==> config.mk <==
export PLATFORM = sky130hd
export DESIGN_NAME = coin_input_encoder
export DESIGN_NICKNAME = d
export VERILOG_FILES = /design/src/rtl/coin_input_encoder.sv
export SDC_FILE = /design/constraint.sdc
export NUM_CORES = 1
export LEC_CHECK = 0
export ABC_AREA = 1
export BUFFER_PORTS_ARGS = -buffer_cell sky130_fd_sc_hd__buf_2
export CORE_UTILIZATION = 55
export DETAILED_ROUTE_END_ITERATION = 7
export PLACE_DENSITY = 0.8
export SYNTH_ARGS = -nofsm -noshare
export SYNTH_HDL_FRONTEND = slang
export SYNTH_SLANG_ARGS = --single-unit
export TNS_END_PERCENT = 5
==> constraint.sdc <==
create_clock -name clock -period 4.25 [get_ports clock]
set_input_delay 0.2125 -clock clock [delete_from_list [all_inputs] [get_ports clock]]
set_output_delay 0.2125 -clock clock [all_outputs]
set_load 0.1 [all_outputs]
==> src/rtl/coin_input_encoder.sv <==
// coin_input_encoder
//   Turns four noisy vending-machine sensors into a serial stream of one-hot
//   event codes. Each input is synchronized and debounced. A rising debounced
//   level queues a pending event. A small arbiter issues one event at a time,
//   choosing by fixed priority RETBUT > COFFEE > IN100 > IN050, and follows
//   each event with GAP_CYCLES idle cycles.
//
//   Ports
//     clock       system clock, rising edge
//     reset       asynchronous, active-high
//     raw_in050   50-won coin sensor (async)
//     raw_in100   100-won coin sensor (async)
//     raw_coffee  coffee button (async)
//     raw_retbut  return button (async)
//     inpco[3:0]  one-hot event, valid for the single ISSUE cycle
//     busy        FSM in ISSUE or GAP
//     drop_err    sticky: a press arrived while the same channel was still pending
//     ev_count    issued events, modulo 256

// Per-channel front end: 2-flop synchronizer, debounce counter, and a
// registered rising-edge pulse of the debounced level.
module coin_input_encoder_chan #(
  parameter int DEBOUNCE_CYCLES = 4
) (
  input  logic clock,
  input  logic reset,
  input  logic raw,
  output logic rise
);
  localparam logic [7:0] CNT_LAST = 8'(DEBOUNCE_CYCLES - 1);

  logic       sync1, sync2;
  logic       deb, deb_d;
  logic [7:0] cnt;

  always_ff @(posedge clock or posedge reset) begin
    if (reset) begin
      sync1 <= 1'b0;
      sync2 <= 1'b0;
      deb   <= 1'b0;
      deb_d <= 1'b0;
      rise  <= 1'b0;
      cnt   <= '0;
    end else begin
      sync1 <= raw;
      sync2 <= sync1;
      deb_d <= deb;
      // Edge pulse is registered so the arbiter sees a clean one-cycle flag.
      rise  <= deb & ~deb_d;
      if (sync2 == deb) begin
        cnt <= '0;
      end else if (cnt == CNT_LAST) begin
        // The counter never actually holds DEBOUNCE_CYCLES. It clears on the
        // same edge that accepts the new level.
        cnt <= '0;
        deb <= ~deb;
      end else begin
        cnt <= cnt + 8'd1;
      end
    end
  end
endmodule

module coin_input_encoder #(
  parameter int DEBOUNCE_CYCLES = 4,
  parameter int GAP_CYCLES      = 2
) (
  input  logic       clock,
  input  logic       reset,
  input  logic       raw_in050,
  input  logic       raw_in100,
  input  logic       raw_coffee,
  input  logic       raw_retbut,
  output logic [3:0] inpco,
  output logic       busy,
  output logic       drop_err,
  output logic [7:0] ev_count
);
  localparam int         NUM_LANES = 4;
  localparam logic [3:0] GAP_LAST  = 4'(GAP_CYCLES - 1);

  typedef enum logic [1:0] {IDLE, ISSUE, GAP} state_t;

  state_t                 state, nxt;
  logic [NUM_LANES-1:0]   raw, rise, pend, win, win_r, clr;
  logic [3:0]             gcnt;

  // Bit position doubles as the one-hot output code.
  assign raw = {raw_retbut, raw_coffee, raw_in100, raw_in050};

  for (genvar i = 0; i < NUM_LANES; i++) begin : g_chan
    coin_input_encoder_chan #(.DEBOUNCE_CYCLES(DEBOUNCE_CYCLES)) u_chan (
      .clock (clock),
      .reset (reset),
      .raw   (raw[i]),
      .rise  (rise[i])
    );
  end

  // Fixed priority: highest bit wins.
  always_comb begin
    win = '0;
    if      (pend[3]) win = 4'b1000;
    else if (pend[2]) win = 4'b0100;
    else if (pend[1]) win = 4'b0010;
    else if (pend[0]) win = 4'b0001;
  end

  always_comb begin
    nxt = state;
    clr = '0;
    case (state)
      IDLE:  if (|pend) begin
               nxt = ISSUE;
               clr = win;
             end
      ISSUE: nxt = (GAP_CYCLES > 0) ? GAP : IDLE;
      GAP:   if (gcnt == GAP_LAST) nxt = IDLE;
      default: nxt = IDLE;
    endcase
  end

  always_ff @(posedge clock or posedge reset) begin
    if (reset) begin
      state    <= IDLE;
      pend     <= '0;
      win_r    <= '0;
      gcnt     <= '0;
      drop_err <= 1'b0;
      ev_count <= '0;
    end else begin
      state <= nxt;
      // A press landing on the arbitration edge is kept for the next round.
      // A press landing on a still-pending channel is lost and flagged.
      pend     <= (pend & ~clr) | rise;
      drop_err <= drop_err | (|(rise & pend & ~clr));
      if (state == IDLE) win_r <= win;
      gcnt     <= (state == GAP) ? gcnt + 4'd1 : 4'd0;
      ev_count <= ev_count + 8'(state == ISSUE);
    end
  end

  assign inpco = (state == ISSUE) ? win_r : 4'b0000;
  assign busy  = (state != IDLE);
endmodule

==> results.md <==
- Mapped cell area: 3211 µm²
- Crit-path slowest cell: buf_2
- # IOs: 20
- Die area: 6147 µm²
- Wire per inst: 11.19 µm
- Die width: 78.40 µm
- Starting DRT DRC Count: 82
- Die Span Y: 78.40 µm
- Max Root-Sink Buffers: 2
- Layout Skew: 0.007712 ns
- Total Wirelength: 5067 µm
- Final Hold Fails: 0
- Worst Path Max Fanout: 5
- Gr usage total: 0.1953
- Yosys top cell area share: 0.5846
- Switch Pwr: 935.0 µW
- Initial antenna violation count: 0
- Largest net degree at the start of global routing: 44
- TNS Setup: 0 ns
- Vias: 2282
- Slew headroom: 0.4195
- Design Power: 2.250 mW
- Port bufs: 19
- Post-Syn Instances: 341
- Clk pwr share: 0.212
- Vias in the first global route: 2218
- P_int: 1.315 mW
- Req. time, crit path: 4.04 ns
- CTS Sinks: 75
- Vias per cell: 5.038
- Worst-path clk slew: 0.07 ns
- Leak: 1.836 nW
- Root Buffer: clkbuf_8
- Setup crit end kind: output port
- Mapped Nets: 355
- Top-count cell post-synth: dfrtp_1
- # resized after CTS: 0
- Syn Area/Cell: 9.415 µm²
- Register bit total from synthesis: 75
- Share of layout cells above drive strength 1: 0.1181
- Period utilisation layout: 0.4250
- EDFF count, synth: 0
- NumNets Final: 390
- CP Class: reg -> out
- Power Density: 622.2 nW/µm²
- WHS: 0.04938 ns
- Skew-Pair Late Insertion Delay: 0.34 ns
- Final setup viols: 0
- Commonest cells in the synthesized netlist: dfrtp_1 (75), nor2_1 (56), inv_1 (54)
- Synth Flop Type: dfrtp_1
- CORE AREA: 5574 µm²
- Max-cap check violation count: 0
- Num CTS Buffers: 9
- GP Congestion: 0.7624
- Combinational share of power: 0.327
- CP peak stage delay: 0.42 ns
- Fin. max-slew vios: 0
- Min-Delay Path Class: in -> async
- RSZ-0062 raised after global routing: no
- Final Critical Period: 1.806 ns
- Layout area overhead: 12.63%
- Ant diodes: 0
- Total iterations of the first detailed-routing run: 6
- Post-synthesis cell type count: 21
- Post-CTS setup buffers: 0
- CTS H-Tree Depth: 3
- Post-synthesis async set-or-reset flop share: 1.000
- Post-route ant nets: 0
- Max Fclk: 0.5536 GHz
- Cell taking the most area after synthesis: dfrtp_1
- Design area: 3616 µm²
- Grt total ovfl: 0
- Outcome: complete, no violations
- Crit-path cells: inv_1 -> nor2_1 -> inv_1 -> nor2_1 -> buf_2
- Worst-margin pin slew: 0.8695 ns
- Placed cell area: 3403 µm²
- Switching part of the total: 0.4156
- Initial core utilization: 0.5760
- CTS tree: done
- Register area share after synthesis: 0.5846
- DP Wirelength: 3655 µm
- Worst VDD drop: 0.6155 mV
- Critical Path Source Type: flip-flop
- Sequential share of power: 0.461
- DRC: 0
- Crit path DAT: 1.59 ns
- Ys Warns: 0
- Global-route wire length before repair: 9177 µm
- Dominant cells by area after synthesis: dfrtp_1 (58%), nor2_1 (6.5%), inv_1 (6.3%)
- Cell Rows: 27
worst paths after layout:
check	startpoint	endpoint	slack, ns	cells past startpoint
worst max-delay path	state[0]	inpco[1]	2.44	5
worst min-delay path	reset	g_chan[2].u_chan.sync2	0.05	2
worst max register to register	state[0]	ev_count[6]	2.75	7
worst min register to register	g_chan[2].u_chan.sync1	g_chan[2].u_chan.sync2	0.35	0
max in group asynchronous	reset	g_chan[3].u_chan.cnt[3]	3.27	3
min in group clock	g_chan[2].u_chan.sync1	g_chan[2].u_chan.sync2	0.35	0
routing by layer:
metal / up-vias / global-route usage / share of wire
met3: 11 / 0.03721 / 0.029
met2: 38 / 0.3079 / 0.49
met4: 0 / 0.1278 / 0.024
li1: 1140 / - / -
met5: - / 0 / 0
met1: 1093 / 0.2467 / 0.46
power by group through the flow:
| stage | clock, mW | sequential, mW | combinational [mW] |
|---|---|---|---|
| after floorplan | 0 | 1.20 | 0.428 |
| after global placement | 0 | 1.04 | 0.713 |
| after detailed placement | 0 | 1.05 | 0.736 |
| after CTS | 0.498 | 1.04 | 0.743 |
| after global routing | 0.527 | 1.06 | 0.813 |
| final | 0.478 | 1.04 | 0.735 |
through the flow:
step,instances,setup slack [ns],util
global route,453,2.368,0.6487
finish,453,2.444,0.6487
global placement,433,2.836,0.6106
CTS,453,2.444,0.6487
detailed placement,433,2.778,0.6106
floorplan,341,2.128,-
cell families after synthesis:
logic type,Yosys count,synth area share
and+or+nand+nor,158,0.2179
DFF,75,0.5846
AOI/OAI and AO/OA,25,0.04365
buffers and inverters,54,0.06313
adders and majority gates,8,0.03118
xor gates and xnor gates,21,0.05963
what timing repair did:
item	4_1_cts	5_1_grt
endpoints found under the setup margin	0	0
hold buffers	4	0
hold endpoints to repair	4	0
state kept, by name (all words and copies together) (netlist names):
signal               count
win_r                    4
pend                     4
state                    2
g_chan.u_chan.cnt       32
g_chan.u_chan.deb_d      4
drop_err                 1
ev_count                 8
g_chan.u_chan.sync1      4
gcnt                     4
g_chan.u_chan.sync2      4
g_chan.u_chan.deb        4
g_chan.u_chan.rise       4
cells in the final DEF (no fill, tap or decap), types with 9 or more instances in the layout:
cell type / count
dfrtp_1: 75
nor2_1: 56
inv_1: 53
nand2_1: 50
nand3_1: 20
buf_2: 19
xor2_1: 13
clkbuf_8: 11
o21ai_0: 10
nand4_1: 9
area by class of cell:
| type | count | area (µm²) |
|---|---|---|
| fill | 442 | 1958 |
| multi-input combinational | 212 | 1131 |
| tap | 72 | 90.09 |
| clock inverter | 2 | 10.01 |
| clock buffer | 14 | 162.7 |
| inverter | 54 | 202.7 |
| sequential | 75 | 1877 |
| timing repair buffer | 24 | 142.6 |
worst max-delay path, delay by kind of cell (launching register included):
| family | cells | cell delay (ns) |
|---|---|---|
| simple gates | 2 | 0.23 |
| buf+inv | 3 | 0.63 |
| flops | 1 | 0.40 |
Power figures use the tool's default switching activity.
